$ cat src/rtl/encoder_pkg.sv
// Shared types, opcode/funct constants and the MIPS-style word encoder.
package encoder_pkg;

    // Request operation codes; 11-15 are illegal.
    typedef enum logic [3:0] {
        OP_ADD  = 4'd0,
        OP_SUB  = 4'd1,
        OP_SLT  = 4'd2,
        OP_JR   = 4'd3,
        OP_LW   = 4'd4,
        OP_SW   = 4'd5,
        OP_ADDI = 4'd6,
        OP_XORI = 4'd7,
        OP_BNE  = 4'd8,
        OP_J    = 4'd9,
        OP_JAL  = 4'd10
    } op_e;

    typedef enum logic [1:0] {
        ST_IDLE  = 2'd0,
        ST_RUN   = 2'd1,
        ST_FLUSH = 2'd2,
        ST_DONE  = 2'd3
    } state_e;

    localparam int unsigned WORD_W = 32;

    localparam logic [5:0] OPC_RTYPE = 6'b000000;
    localparam logic [5:0] OPC_LW    = 6'b100011;
    localparam logic [5:0] OPC_SW    = 6'b101011;
    localparam logic [5:0] OPC_ADDI  = 6'b001000;
    localparam logic [5:0] OPC_XORI  = 6'b001110;
    localparam logic [5:0] OPC_BNE   = 6'b000101;
    localparam logic [5:0] OPC_J     = 6'b000010;
    localparam logic [5:0] OPC_JAL   = 6'b000011;

    localparam logic [5:0] FN_ADD = 6'b100000;
    localparam logic [5:0] FN_SUB = 6'b100010;
    localparam logic [5:0] FN_SLT = 6'b101010;
    localparam logic [5:0] FN_JR  = 6'b001000;

    // Producer request payload.
    typedef struct packed {
        logic [3:0]  op;
        logic [4:0]  rs;
        logic [4:0]  rt;
        logic [4:0]  rd;
        logic [15:0] imm;
        logic [25:0] target;
    } instr_req_t;

    typedef struct packed {
        logic              legal;
        logic [WORD_W-1:0] word;
    } enc_t;

    // Combinational encode of one request; illegal ops yield legal=0.
    function automatic enc_t encode(input instr_req_t r);
        enc_t e;
        e.legal = 1'b1;
        e.word  = '0;
        case (r.op)
            OP_ADD:  e.word = {OPC_RTYPE, r.rs, r.rt, r.rd, 5'd0, FN_ADD};
            OP_SUB:  e.word = {OPC_RTYPE, r.rs, r.rt, r.rd, 5'd0, FN_SUB};
            OP_SLT:  e.word = {OPC_RTYPE, r.rs, r.rt, r.rd, 5'd0, FN_SLT};
            OP_JR:   e.word = {OPC_RTYPE, r.rs, 5'd0, 5'd0, 5'd0, FN_JR};
            OP_LW:   e.word = {OPC_LW,   r.rs, r.rt, r.imm};
            OP_SW:   e.word = {OPC_SW,   r.rs, r.rt, r.imm};
            OP_ADDI: e.word = {OPC_ADDI, r.rs, r.rt, r.imm};
            OP_XORI: e.word = {OPC_XORI, r.rs, r.rt, r.imm};
            OP_BNE:  e.word = {OPC_BNE,  r.rs, r.rt, r.imm};
            OP_J:    e.word = {OPC_J,   r.target};
            OP_JAL:  e.word = {OPC_JAL, r.target};
            default: e.legal = 1'b0;
        endcase
        return e;
    endfunction

endpackage

$ cat src/rtl/instr_fifo.sv
// Small synchronous FIFO holding encoded words until memory accepts them.
module instr_fifo #(
    parameter int unsigned DEPTH = 4,
    parameter int unsigned WIDTH = 32
) (
    input  logic             clk,
    input  logic             reset_n,
    input  logic             push,
    input  logic [WIDTH-1:0] wdata,
    input  logic             pop,
    output logic [WIDTH-1:0] rdata,
    output logic             full,
    output logic             empty
);

    localparam int unsigned PW = (DEPTH > 1) ? $clog2(DEPTH) : 1;

    logic [WIDTH-1:0] mem [DEPTH];
    logic [PW-1:0]    wr_ptr;
    logic [PW-1:0]    rd_ptr;
    logic [PW:0]      occ;
    logic             do_push;
    logic             do_pop;

    assign do_push = push && !full;
    assign do_pop  = pop && !empty;
    assign full    = (occ == (PW+1)'(DEPTH));
    assign empty   = (occ == '0);
    assign rdata   = mem[rd_ptr];

    // Storage, pointers and occupancy; reset clears contents so the head reads zero.
    always_ff @(posedge clk or negedge reset_n) begin
        if (!reset_n) begin
            wr_ptr <= '0;
            rd_ptr <= '0;
            occ    <= '0;
            for (int i = 0; i < int'(DEPTH); i++) begin
                mem[i] <= '0;
            end
        end else begin
            if (do_push) begin
                mem[wr_ptr] <= wdata;
                wr_ptr      <= wr_ptr + PW'(1);
            end
            if (do_pop) begin
                rd_ptr <= rd_ptr + PW'(1);
            end
            case ({do_push, do_pop})
                2'b10:   occ <= occ + (PW+1)'(1);
                2'b01:   occ <= occ - (PW+1)'(1);
                default: occ <= occ;
            endcase
        end
    end

endmodule

$ cat src/rtl/instruction_encoder.sv
// Encodes instruction requests into 32-bit words and streams them into instruction memory.
module instruction_encoder
    import encoder_pkg::*;
#(
    parameter int unsigned ADDR_W = 10,
    parameter int unsigned DEPTH  = 4
) (
    input  logic              clk,
    input  logic              reset_n,
    input  logic              start,
    input  logic [ADDR_W-1:0] base_addr,
    input  logic              in_valid,
    output logic              in_ready,
    input  logic [3:0]        in_op,
    input  logic [4:0]        in_rs,
    input  logic [4:0]        in_rt,
    input  logic [4:0]        in_rd,
    input  logic [15:0]       in_imm,
    input  logic [25:0]       in_target,
    input  logic              in_last,
    output logic              mem_we,
    output logic [ADDR_W-1:0] mem_addr,
    output logic [31:0]       mem_wdata,
    input  logic              mem_ready,
    output logic              busy,
    output logic              done,
    output logic              err,
    output logic [ADDR_W:0]   count
);

    state_e     state;
    state_e     state_nxt;
    instr_req_t req;
    enc_t       enc;
    logic       accept;
    logic       push;
    logic       pop;
    logic       start_ok;
    logic       fifo_full;
    logic       fifo_empty;

    assign req      = {in_op, in_rs, in_rt, in_rd, in_imm, in_target};
    assign enc      = encode(req);
    assign accept   = in_valid && in_ready;
    assign push     = accept && enc.legal;
    assign pop      = mem_we && mem_ready;
    assign start_ok = start && ((state == ST_IDLE) || (state == ST_DONE));

    instr_fifo #(
        .DEPTH (DEPTH),
        .WIDTH (WORD_W)
    ) u_fifo (
        .clk     (clk),
        .reset_n (reset_n),
        .push    (push),
        .wdata   (enc.word),
        .pop     (pop),
        .rdata   (mem_wdata),
        .full    (fifo_full),
        .empty   (fifo_empty)
    );

    // State register.
    always_ff @(posedge clk or negedge reset_n) begin
        if (!reset_n) begin
            state <= ST_IDLE;
        end else begin
            state <= state_nxt;
        end
    end

    // Next-state logic; FLUSH leaves once the buffer is observed empty.
    always_comb begin
        state_nxt = state;
        case (state)
            ST_IDLE:  if (start) state_nxt = ST_RUN;
            ST_RUN:   if (accept && in_last) state_nxt = ST_FLUSH;
            ST_FLUSH: if (fifo_empty) state_nxt = ST_DONE;
            ST_DONE:  if (start) state_nxt = ST_RUN;
            default:  state_nxt = ST_IDLE;
        endcase
    end

    // Output decode from state and buffer flags.
    always_comb begin
        in_ready = 1'b0;
        mem_we   = 1'b0;
        busy     = 1'b0;
        done     = 1'b0;
        case (state)
            ST_RUN: begin
                in_ready = !fifo_full;
                mem_we   = !fifo_empty;
                busy     = 1'b1;
            end
            ST_FLUSH: begin
                mem_we = !fifo_empty;
                busy   = 1'b1;
            end
            ST_DONE: done = 1'b1;
            default: ;
        endcase
    end

    // Write address, word count and sticky illegal-op flag.
    always_ff @(posedge clk or negedge reset_n) begin
        if (!reset_n) begin
            mem_addr <= '0;
            count    <= '0;
            err      <= 1'b0;
        end else if (start_ok) begin
            mem_addr <= base_addr;
            count    <= '0;
            err      <= 1'b0;
        end else begin
            if (pop) begin
                mem_addr <= mem_addr + ADDR_W'(1);
                count    <= count + (ADDR_W+1)'(1);
            end
            if (accept && !enc.legal) begin
                err <= 1'b1;
            end
        end
    end

endmodule

$ cat config.mk
export PLATFORM = sky130hd
export DESIGN_NAME = instruction_encoder
export DESIGN_NICKNAME = d
export VERILOG_FILES = /design/src/rtl/encoder_pkg.sv /design/src/rtl/instr_fifo.sv /design/src/rtl/instruction_encoder.sv
export SDC_FILE = /design/constraint.sdc
export NUM_CORES = 1
export LEC_CHECK = 0
export ABC_AREA = 1
export CORE_MARGIN = 8
export CORE_UTILIZATION = 48
export CTS_CLUSTER_DIAMETER = 40
export DETAILED_ROUTE_END_ITERATION = 10
export PLACE_DENSITY = 0.76
export SLEW_MARGIN = 20
export SYNTH_ARGS = -nofsm -noshare
export SYNTH_HDL_FRONTEND = slang
export SYNTH_SLANG_ARGS = --single-unit
$ cat constraint.sdc
create_clock -name clk -period 2.1 [get_ports clk]
set_input_delay 0.315 -clock clk [delete_from_list [all_inputs] [get_ports clk]]
set_output_delay 0.315 -clock clk [all_outputs]
set_load 0.005 [all_outputs]
==> results_dict.tcl, run 1 <==
set metrics [dict create \
    critical_path_class "flop to primary output" \
    critical_path_launch_point_type "flop" \
    seq_power_share 0.333 \
    async_flop_share 1.000 \
    dominantRegCellSynth "sky130_fd_sc_hd__dfrtp_1" \
    route.layer.met1.wl_mm 9.883 \
    hold_path_class "input pin to asynchronous set/reset pin" \
    final.hold.worst_slack_ns 0.3416 \
    maxCapViolations 0 \
    maxSlewViolCount 0 \
    met3WireLength_mm 2.083 \
    mappedNetlistArea_sq_mm 0.007906 \
    synthMostInstantiatedCell "sky130_fd_sc_hd__nand2_1" \
    clockPowerShare 0.220 \
    grt.total_usage 0.2248 \
    fp-row-count 47 \
    cell_internal_pwr_uw 9194 \
    remaining_drc_errors 0 \
    number_of_warnings_issued_by_yosys 0 \
    yosys.area.top_type_share 0.4906 \
    period_needed_ns 2.076 \
    wl_mm 23.10 \
    drtPass1Iterations 5 \
    max_slew.worst_pin.slew_ns 0.5704 \
    power_per_cell_area_mw_per_mm2 1390 \
    max-slew-margin-rel 0.6165 \
    worstSetupEndpointType "primary output" \
    dp.final_hpwl_mm 15.31 \
    die_width_um 144.3 \
    antenna-diode-count 0 \
    cts_htree_levels 4 \
    dpl_cell_area_sq_mm 0.009852 \
    synth_edf_count 0 \
    post_route_cell_area_sq_mm 0.01055 \
    synth_top_cells_by_count "sky130_fd_sc_hd__nand2_1 (399), sky130_fd_sc_hd__dfrtp_1 (155), sky130_fd_sc_hd__o21ai_0 (111)" \
    routed-wl-met2_mm 10.69 \
    power.leakage_uw 0.005322 \
    antenna_violating_nets_post_route 0 \
    muxShareOfSynthArea 0 \
    clk_path_buf_depth 2 \
    finalHoldViolCount 0 \
    critPathSlowestCell "sky130_fd_sc_hd__dfrtp_2" \
    drive_above_1_share 0.1060 \
    setup-violations-final 0 \
    synth_sequential_area_ratio 0.4906 \
    clock_tree.root_cell "sky130_fd_sc_hd__clkbuf_16" \
    ys_ff_latch 155 \
    vias 7673 \
    avgRoutedWirePerCell_um 16.07 \
    worstSkewPairLatency_ns 0.43 \
    synth_adder_area_share 0.01836 \
    power.share.switching 0.3729 \
    yosys.area_share.simple 0.2966 \
    route.top_layer_used "met4" \
    cp_slowest_stage_delay_ns 0.44 \
    finalWeightedCongestion 0.8557 \
    fin_worst_skew_ns 0.01427 \
    worst_ep_arrival_time_ns 1.76 \
    aggregate_global_routing_overflow 0 \
    timing.critical_path.required_ns 1.78 \
    dominant_combinational_cell_family_by_area_after_synthesis "simple AND/OR/NAND/NOR gates" \
    power_switching_uw 5468 \
    nFillCells 1385 \
    path_cells "buf_4 > buf_12 > o21ai_0 > o22ai_1 > dlygate4sd2_1" \
    drt_iter0_markers 609 \
    grt_setup_unrepaired "true" \
    number_of_global_route_vias_before_repair 7424 \
    first_pass_grt_wire_length_mm 36.96 \
    tritoncts "yes" \
    starting_density_of_the_core 0.4836 \
    synth_xor_area_frac 0.006647 \
    yosysUniqueCellTypes 36 \
    antenna_violations_before_repair 0 \
    irDropWorstVdd_mv 0.6783 \
    floorplan.core_area_sq_mm 0.01635 \
    synth_largest_area_cell "sky130_fd_sc_hd__dfrtp_1" \
    synth_top_cells_by_area "sky130_fd_sc_hd__dfrtp_1 (49%), sky130_fd_sc_hd__nand2_1 (19%), sky130_fd_sc_hd__o21ai_0 (7.0%)" \
    grt_start_max_net_pins 57 \
    die-height_um 144.3 \
    viasPerCell 5.340 \
    nets 1293 \
    clk_transition_reported_paths_ns 0.06 \
    die-area_sq_mm 0.02083 \
    cts_buffers 17 \
    syn-num-nets 1130 \
    synth.avg_cell_area_sq_um 7.588 \
    pin_count 135 \
    io_buffers 133 \
    synthesis.instances 1042 \
    critPathMaxFanout 17 \
    numClockSinks 155 \
    synth-compound-area-share 0.1219 \
    regToRegSetupSlack_ns 0.12 \
    layout-area-overhead-vs-synth_pct 33.39 \
    clock.fmax_mhz 481.7 \
    outcome "finished clean" \
    power.share.combinational 0.447 \
    layout_worst_path_cycle_share 0.9886 \
]
-- per-layer routing --
metal	vias up	GRT usage
met3	35	0.06702
met4	0	0.08379
met2	304	0.3549
met5	-	0
li1	3691	-
met1	3643	0.2858
-- critical path: cells and delay by family, from the launching register on --
| family | cells | cell delay (ns) |
|---|---|---|
| AO/OA/AOI/OAI | 2 | 0.28 |
| flip-flops | 1 | 0.44 |
| buffers and inverters | 3 | 0.61 |
-- path summary, 6_finish.rpt --
kind	from	endpoint	cells past startpoint
setup / recovery	u_fifo.rd_ptr[0]$_DFFE_PN0P_	mem_wdata[14]	5
hold / removal	reset_n	u_fifo.mem[102]$_DFFE_PN0P_	2
setup reg to reg	state[1]$_DFFE_PN0P_	u_fifo.occ[2]$_DFFE_PN0P_	11
hold reg to reg	u_fifo.mem[67]$_DFFE_PN0P_	u_fifo.mem[67]$_DFFE_PN0P_	2
max in group asynchronous	reset_n	mem_addr[6]$_DFFE_PN0P_	3
min in group clk	u_fifo.mem[67]$_DFFE_PN0P_	u_fifo.mem[67]$_DFFE_PN0P_	2
-- cell families (layout without fill, tap and decap cells) --
family	count (synthesis)	after routing
AO/OA/AOI/OAI	182	182
XOR/XNOR	6	6
adder cells (fa/ha/maj)	11	11
buffers and inverters	115	290
flip-flops	155	155
other	1	1
AND/OR/NAND/NOR	572	572
-- cell usage in the layout (no fill, tap or decap), drive strengths merged, types with 2 or more instances in the layout --
| cell | instances |
|---|---|
| nand3 | 35 |
| inv | 64 |
| a31oi | 2 |
| nand4 | 26 |
| clkinv | 5 |
| bufinv | 4 |
| o21bai | 2 |
| nor3b | 2 |
| xnor2 | 2 |
| clkbuf | 27 |
| clkdlybuf4s50 | 98 |
| buf | 60 |
| nor2 | 100 |
| dlymetal6s2s | 3 |
| xor2 | 4 |
| dlygate4sd2 | 27 |
| a21oi | 5 |
| nand2 | 406 |
| ha | 10 |
| o21ai | 139 |
| dfrtp | 155 |
| o22ai | 32 |
-- power by group through the flow --
| stage | logic, uW | registers [uW] | clock network [uW] |
|---|---|---|---|
| floorplan | 3590 | 4680 | 0 |
| global placement | 6490 | 4840 | 0 |
| detailed placement | 6620 | 4850 | 0 |
| CTS | 6420 | 4850 | 3280 |
| global route | 7290 | 5010 | 3400 |
| finish | 6560 | 4880 | 3230 |
-- metrics by stage --
step	util	power, uW	setup TNS [ns]	setup WS (ns)	instances
4_1_cts	0.6417	14550	-0.4400	-0.1530	1434
2_1_floorplan	-	8279	0	0.02026	1042
3_3_place_gp	0.6026	11330	-0.4615	-0.3512	1401
5_1_grt	0.6451	15690	-0.05853	-0.01836	1437
3_5_place_dp	0.6026	11470	-0.5089	-0.3555	1401
6_report	0.6451	14660	0	0.02398	1437
-- sequential cells by signal, indices dropped and copies added, names as in the netlist --
signal and flops:
u_fifo.rd_ptr 2, mem_addr 10, state 2, u_fifo.mem 124
count 11, u_fifo.occ 3, err 1, u_fifo.wr_ptr 2
-- final cells by class --
| class | count | area [sq um] | share of cell area |
|---|---|---|---|
| inverters | 65 | 259.0 | 0.02456 |
| clock inverters | 8 | 140.1 | 0.01329 |
| clock buffers | 23 | 478.0 | 0.04532 |
| multi-input cells | 772 | 3546 | 0.3362 |
| repair buffers | 194 | 1967 | 0.1865 |
| flip-flops and latches | 155 | 3881 | 0.3680 |
| well taps | 220 | 275.3 | 0.02610 |
-- what timing repair did --
action	in CTS	in global routing
hold endpoints to repair	27	0
buffers inserted	1	2
cloned	0	1
setup endpoints to repair	35	13
resized for setup	46	30
pin swaps	5	6
hold buffers	1	0
Power figures use the tool's default switching activity.
==> run 2: changes to the inputs <==
--- a/config.mk
+++ b/config.mk
@@ -6,7 +6,7 @@
 export NUM_CORES = 1
 export LEC_CHECK = 0
 export ABC_AREA = 1
-export CORE_MARGIN = 8
+export CORE_MARGIN = 1
 export CORE_UTILIZATION = 48
 export CTS_CLUSTER_DIAMETER = 40
 export DETAILED_ROUTE_END_ITERATION = 10
==> run 2 against run 1 <==
Compared with the run above: sequential power barely moved; hold slack improved by 0.076 ns; non-clock buffer count did not move; clock-buffer cell count fell by 2; setup slack improved by 0.0013 ns; final cell count fell by 0.28%; critical path type unchanged; critical endpoint is now mem_wdata[13].
==> results_dict.tcl, run 2 (synthesis results as in run 1) <==
set metrics [dict create \
    outcome "finished clean" \
    hold_path_class "input pin to asynchronous set/reset pin" \
    setup-violations-final 0 \
    clockPowerShare 0.232 \
    power.share.switching 0.3707 \
    antenna_violating_nets_post_route 0 \
    critPathMaxFanout 30 \
    antenna_violations_before_repair 0 \
    crit_buf_inv 3 \
    biggest_register "u_fifo.mem" \
    avgRoutedWirePerCell_um 15.55 \
    die_width_um 130.3 \
    cts_buffers 17 \
    seq_power_share 0.328 \
    power_switching_uw 5493 \
    largest_registers "u_fifo.mem x124, count x11, mem_addr x10" \
    vias 7628 \
    worstReg2RegEnd "u_fifo.occ[2]$_DFFE_PN0P_" \
    regToRegSetupSlack_ns 0.10 \
    largest_reg_flops 124 \
    grt_setup_unrepaired "true" \
    critical_path_launch_point_type "flop" \
    floorplan.core_area_sq_mm 0.01600 \
    io_buffers 133 \
    p_total_uw 14820 \
    maxSlewViolCount 0 \
    die-area_sq_mm 0.01699 \
    place_inst 1396 \
    timing.critical_path.required_ns 1.78 \
    setup_total_negative_slack_ns 0 \
    cp_slowest_stage_delay_ns 0.45 \
    grt.total_usage 0.2777 \
    drtPass1Iterations 6 \
    die-height_um 130.3 \
    max-slew-margin-rel 0.5879 \
    power.share.combinational 0.439 \
    power.leakage_uw 0.005328 \
    dp.final_hpwl_mm 14.68 \
    worstSetupEndpointType "primary output" \
    clk_path_buf_depth 2 \
    worstSkewPairLatency_ns 0.42 \
    irDropWorstVdd_mv 0.8453 \
    antenna-diode-count 0 \
    aggregate_global_routing_overflow 0 \
    layout.cells.most_common_list "sky130_fd_sc_hd__nand2_1 (399), sky130_fd_sc_hd__dfrtp_1 (154), sky130_fd_sc_hd__clkdlybuf4s50_1 (98)" \
    layout-area-overhead-vs-synth_pct 34.09 \
    critPathSlowestCell "sky130_fd_sc_hd__dfrtp_2" \
    clock_tree.root_cell "sky130_fd_sc_hd__clkbuf_16" \
    remaining_drc_errors 0 \
    reg2reg_depth 11 \
    maxCapViolations 0 \
    viasPerCell 5.323 \
    critical_path_class "flop to primary output" \
    fin_worst_skew_ns 0.008554 \
    clock.fmax_mhz 482.0 \
    layoutNonFillerInstCount 1433 \
    period_needed_ns 2.075 \
    drt_iter0_markers 680 \
    timing.rr.start "state[1]$_DFFE_PN0P_" \
    path_depth 5 \
    preCtsSetupSlack_ns -0.4015 \
    final_common_cell "sky130_fd_sc_hd__nand2_1" \
    final.hold.worst_slack_ns 0.4174 \
    numClockSinks 155 \
    crit_family "buffers and inverters" \
    path_cells "buf_4 > buf_12 > o21ai_1 > o22ai_2 > dlygate4sd2_1" \
    drive_above_1_share 0.1052 \
    finalHoldViolCount 0 \
    power_per_cell_area_mw_per_mm2 1398 \
    worst_ep_arrival_time_ns 1.76 \
    cts_htree_levels 4 \
    fp-row-count 46 \
    nets 1293 \
    fin_ws_ns 0.02525 \
    wl_mm 22.28 \
    grt_start_max_net_pins 49 \
    layout_worst_path_cycle_share 0.9880 \
    pin_count 135 \
    number_of_global_route_vias_before_repair 7422 \
    max_slew.worst_pin.slew_ns 0.6128 \
    worstSetupStartpoint "u_fifo.rd_ptr[0]$_DFFE_PN0P_" \
    clk_transition_reported_paths_ns 0.06 \
    cell_internal_pwr_uw 9325 \
    tritoncts "yes" \
    starting_density_of_the_core 0.4941 \
    first_pass_grt_wire_length_mm 36.18 \
    finalWeightedCongestion 0.8835 \
]
-- run 2: how the worst max path moves through the flow --
stage / slack (ns) / end
floorplan: 0.02 / u_fifo.occ[2]$_DFFE_PN0P_
global placement: -0.33 / u_fifo.occ[2]$_DFFE_PN0P_
detailed placement: -0.40 / u_fifo.occ[2]$_DFFE_PN0P_
CTS: -0.25 / mem_wdata[8]
global route: -0.03 / mem_wdata[12]
finish: 0.03 / mem_wdata[13]
-- run 2: layer usage --
layer / part of all wire / up-vias / global-route usage
met2: 0.47 / 302 / 0.4549
li1: - / 3698 / -
met3: 0.079 / 33 / 0.07298
met4: 0.018 / 0 / 0.09601
met1: 0.44 / 3595 / 0.3570
met5: 0 / - / 0
-- run 2: stage by stage --
step,utilization,cell area (sq um)
2_1_floorplan,-,7924
3_3_place_gp,0.6150,9839
3_5_place_dp,0.6150,9839
4_1_cts,0.6594,10550
5_1_grt,0.6626,10600
6_report,0.6626,10600
-- run 2: repair_timing --
| action | CTS | global route |
|---|---|---|
| pin swaps | 4 | 4 |
| hold endpoints to repair | 44 | 0 |
| setup endpoints to repair | 35 | 28 |
| setup buffers | 2 | 2 |
| gates resized for setup | 42 | 24 |
| cloned | 1 | 0 |
| hold buffers | 1 | 0 |
-- run 2: cell type report --
type                            count  area, sq um
Sequential cell                   155         3880
Multi-Input combinational cell    772         3576
Clock inverter                     10        187.7
Clock buffer                       21        480.5
Timing Repair Buffer              194         1948
Inverter                           65        259.0
Tap cell                          216        270.3
Fill cell                        1357         5399
-- run 2: power by group through the flow --
stage                     logic (uW)  registers [uW]  clock network [uW]
after floorplan                 3590            4680                   0
after global placement          6370            4830                   0
after detailed placement        6530            4860                   0
after CTS                       6410            4840                3490
after global routing            7290            4990                3610
final                           6510            4870                3440
==> run 3: changes to the inputs <==
--- a/config.mk
+++ b/config.mk
@@ -10,7 +10,8 @@
 export CORE_UTILIZATION = 48
 export CTS_CLUSTER_DIAMETER = 40
 export DETAILED_ROUTE_END_ITERATION = 10
-export PLACE_DENSITY = 0.76
+export HOLD_SLACK_MARGIN = 0.1
+export PLACE_DENSITY_LB_ADDON = 0.12
 export SLEW_MARGIN = 20
 export SYNTH_ARGS = -nofsm -noshare
 export SYNTH_HDL_FRONTEND = slang
==> run 3 against run 2 <==
Compared with the run above: the flow now finishes with violations (setup timing); sequential power barely moved; global-route usage grew 0.20 points; sequential share of layout area fell by 0.28 points; utilization up 0.52 points; final cell count hardly changed; critical endpoint is now mem_wdata[31]; wire length grew 0.30%; flip-flop and latch count unchanged; clock power shrank 6.7%.
==> results_dict.tcl, run 3 (synthesis results as in run 1) <==
set metrics [dict create \
    outcome "finished with violations" \
    violations "setup timing" \
    groute.layer.met2.usage 0.4612 \
    max_slew.worst_pin.slew_ns 0.6338 \
    dp.final_hpwl_mm 14.58 \
    clk_path_buf_depth 2 \
    period_needed_ns 2.282 \
    critical_path_class "flop to primary output" \
    clock.fmax_mhz 438.2 \
    biggest_register "u_fifo.mem" \
    starting_density_of_the_core 0.4941 \
    timing.rr.start "state[1]$_DFFE_PN0P_" \
    grt_start_max_net_pins 49 \
    number_of_global_route_vias_before_repair 7284 \
    critPathMaxFanout 22 \
    final.hold.worst_slack_ns 0.4112 \
    tritoncts "yes" \
    die_width_um 130.3 \
    first_pass_grt_wire_length_mm 36.32 \
    power_per_cell_area_mw_per_mm2 1384 \
    grt-busiest-layer "met2" \
    antenna_violating_nets_post_route 0 \
    nets 1293 \
    maxSlewViolCount 0 \
    maxCapViolations 0 \
    viasPerCell 5.243 \
    layout_worst_path_cycle_share 1.087 \
    aggregate_global_routing_overflow 0 \
    worst_ep_arrival_time_ns 1.97 \
    reg2reg_depth 11 \
    cts_htree_levels 4 \
    die-height_um 130.3 \
    setup-violations-final 3 \
    timing.critical_path.required_ns 1.78 \
    wl_mm 22.35 \
    final_core_utilization 0.6677 \
    power.leakage_uw 0.005401 \
    groute.layer.met3.usage 0.06191 \
    worstSkewPairLatency_ns 0.43 \
    cts_buffers 17 \
    worstSetupEndpointType "primary output" \
    clock_tree.root_cell "sky130_fd_sc_hd__clkbuf_16" \
    largest_reg_flops 124 \
    vias 7518 \
    drive_above_1_share 0.1232 \
    io_buffers 133 \
    fp-row-count 46 \
    finalHoldViolCount 0 \
    grt_setup_unrepaired "true" \
    pin_count 135 \
    p_total_uw 14790 \
    numClockSinks 155 \
    setup_total_negative_slack_ns -0.5129 \
    max-slew-margin-rel 0.5739 \
    hold_path_class "input pin to asynchronous set/reset pin" \
    fin_worst_skew_ns 0.01029 \
    largest_registers "u_fifo.mem x124, count x11, mem_addr x10" \
    floorplan.core_area_sq_mm 0.01600 \
    critical_path_launch_point_type "flop" \
    finalWeightedCongestion 0.8340 \
    layout.cells.most_common_list "sky130_fd_sc_hd__nand2_1 (399), sky130_fd_sc_hd__dfrtp_1 (154), sky130_fd_sc_hd__clkdlybuf4s50_1 (100)" \
    preCtsSetupSlack_ns -0.4259 \
    final_common_cell "sky130_fd_sc_hd__nand2_1" \
    regToRegSetupSlack_ns 0.09 \
    fin_ws_ns -0.1818 \
    drt_iter0_markers 611 \
    clk_transition_reported_paths_ns 0.06 \
    antenna-diode-count 0 \
    die-area_sq_mm 0.01699 \
    antenna_violations_before_repair 0 \
    avgRoutedWirePerCell_um 15.58 \
    drtPass1Iterations 5 \
    layout-area-overhead-vs-synth_pct 35.13 \
    grt.total_usage 0.2796 \
    grt.met1_usage 0.3674 \
    remaining_drc_errors 0 \
    irDropWorstVdd_mv 0.7042 \
    worstReg2RegEnd "u_fifo.occ[2]$_DFFE_PN0P_" \
]
-- run 3: cell count changes in the layout (fill, tap and decap cells not counted), moves of 8 or more --
| cell | delta |
|---|---|
| sky130_fd_sc_hd__dlygate4sd2_1 | -21 |
| sky130_fd_sc_hd__o21ai_2 | +11 |
| sky130_fd_sc_hd__dlymetal6s2s_1 | +8 |
| sky130_fd_sc_hd__buf_4 | -9 |
| sky130_fd_sc_hd__o21ai_1 | -8 |
-- run 3: power by group --
| group | leakage (uW) | total [uW] | switching (uW) | internal (uW) |
|---|---|---|---|---|
| clock | 0.000294 | 3210 | 1220 | 1990 |
| combinational | 0.00306 | 6680 | 3540 | 3140 |
| sequential | 0.00205 | 4890 | 768 | 4120 |
| total | 0.00540 | 14800 | 5530 | 9260 |
-- run 3: cell type report --
| cell class | instances | area, sq um |
|---|---|---|
| clock buffer | 22 | 484.2 |
| sequential | 155 | 3880 |
| inverter | 65 | 259.0 |
| tap | 216 | 270.3 |
| timing repair buffer | 194 | 2039 |
| multi-input combinational | 772 | 3612 |
| clock inverter | 10 | 138.9 |
| fill | 1434 | 5316 |
-- run 3: metal layers --
| layer | routed length, um | vias up |
|---|---|---|
| li1 | - | 3686 |
| met1 | 9757 | 3534 |
| met2 | 10450 | 267 |
| met3 | 1718 | 31 |
| met4 | 415 | 0 |
| met5 | 0 | - |
-- run 3: worst max-delay path, cell delays in order, from the launching register on --
cell,delay (ns)
sky130_fd_sc_hd__dfrtp_2,0.43
sky130_fd_sc_hd__buf_6,0.22
sky130_fd_sc_hd__o21ai_0,0.11
sky130_fd_sc_hd__o22ai_1,0.23
sky130_fd_sc_hd__clkdlybuf4s50_1,0.54
-- run 3: how the worst max path moves through the flow --
stage                                      start                         to  slack, ns  cells after the start
floorplan                   state[0]$_DFFE_PN0P_  u_fifo.occ[2]$_DFFE_PN0P_       0.02                     11
global placement                        in_op[1]  u_fifo.occ[2]$_DFFE_PN0P_      -0.39                     13
detailed placement                      in_op[1]  u_fifo.occ[2]$_DFFE_PN0P_      -0.43                     13
CTS                 u_fifo.rd_ptr[1]$_DFFE_PN0P_              mem_wdata[26]      -0.27                      5
global route        u_fifo.rd_ptr[0]$_DFFE_PN0P_              mem_wdata[22]      -0.28                      4
finish              u_fifo.rd_ptr[0]$_DFFE_PN0P_              mem_wdata[31]      -0.18                      4
-- run 3: timing repair --
item / in CTS / in global routing
setup endpoints to repair: 35 / 29
cloned: 2 / 0
gates resized for setup: 54 / 56
hold buffers: 1 / 0
setup buffers: 4 / 2
pin swaps: 2 / 6
hold endpoints to repair: 43 / 0
-- run 3: through the flow --
| stage | std cells | cell area, sq um |
|---|---|---|
| 4_1_cts | 1433 | 10590 |
| 5_1_grt | 1434 | 10680 |
| 2_1_floorplan | 1042 | 7924 |
| 6_report | 1434 | 10680 |
| 3_5_place_dp | 1394 | 9862 |
| 3_3_place_gp | 1394 | 9862 |
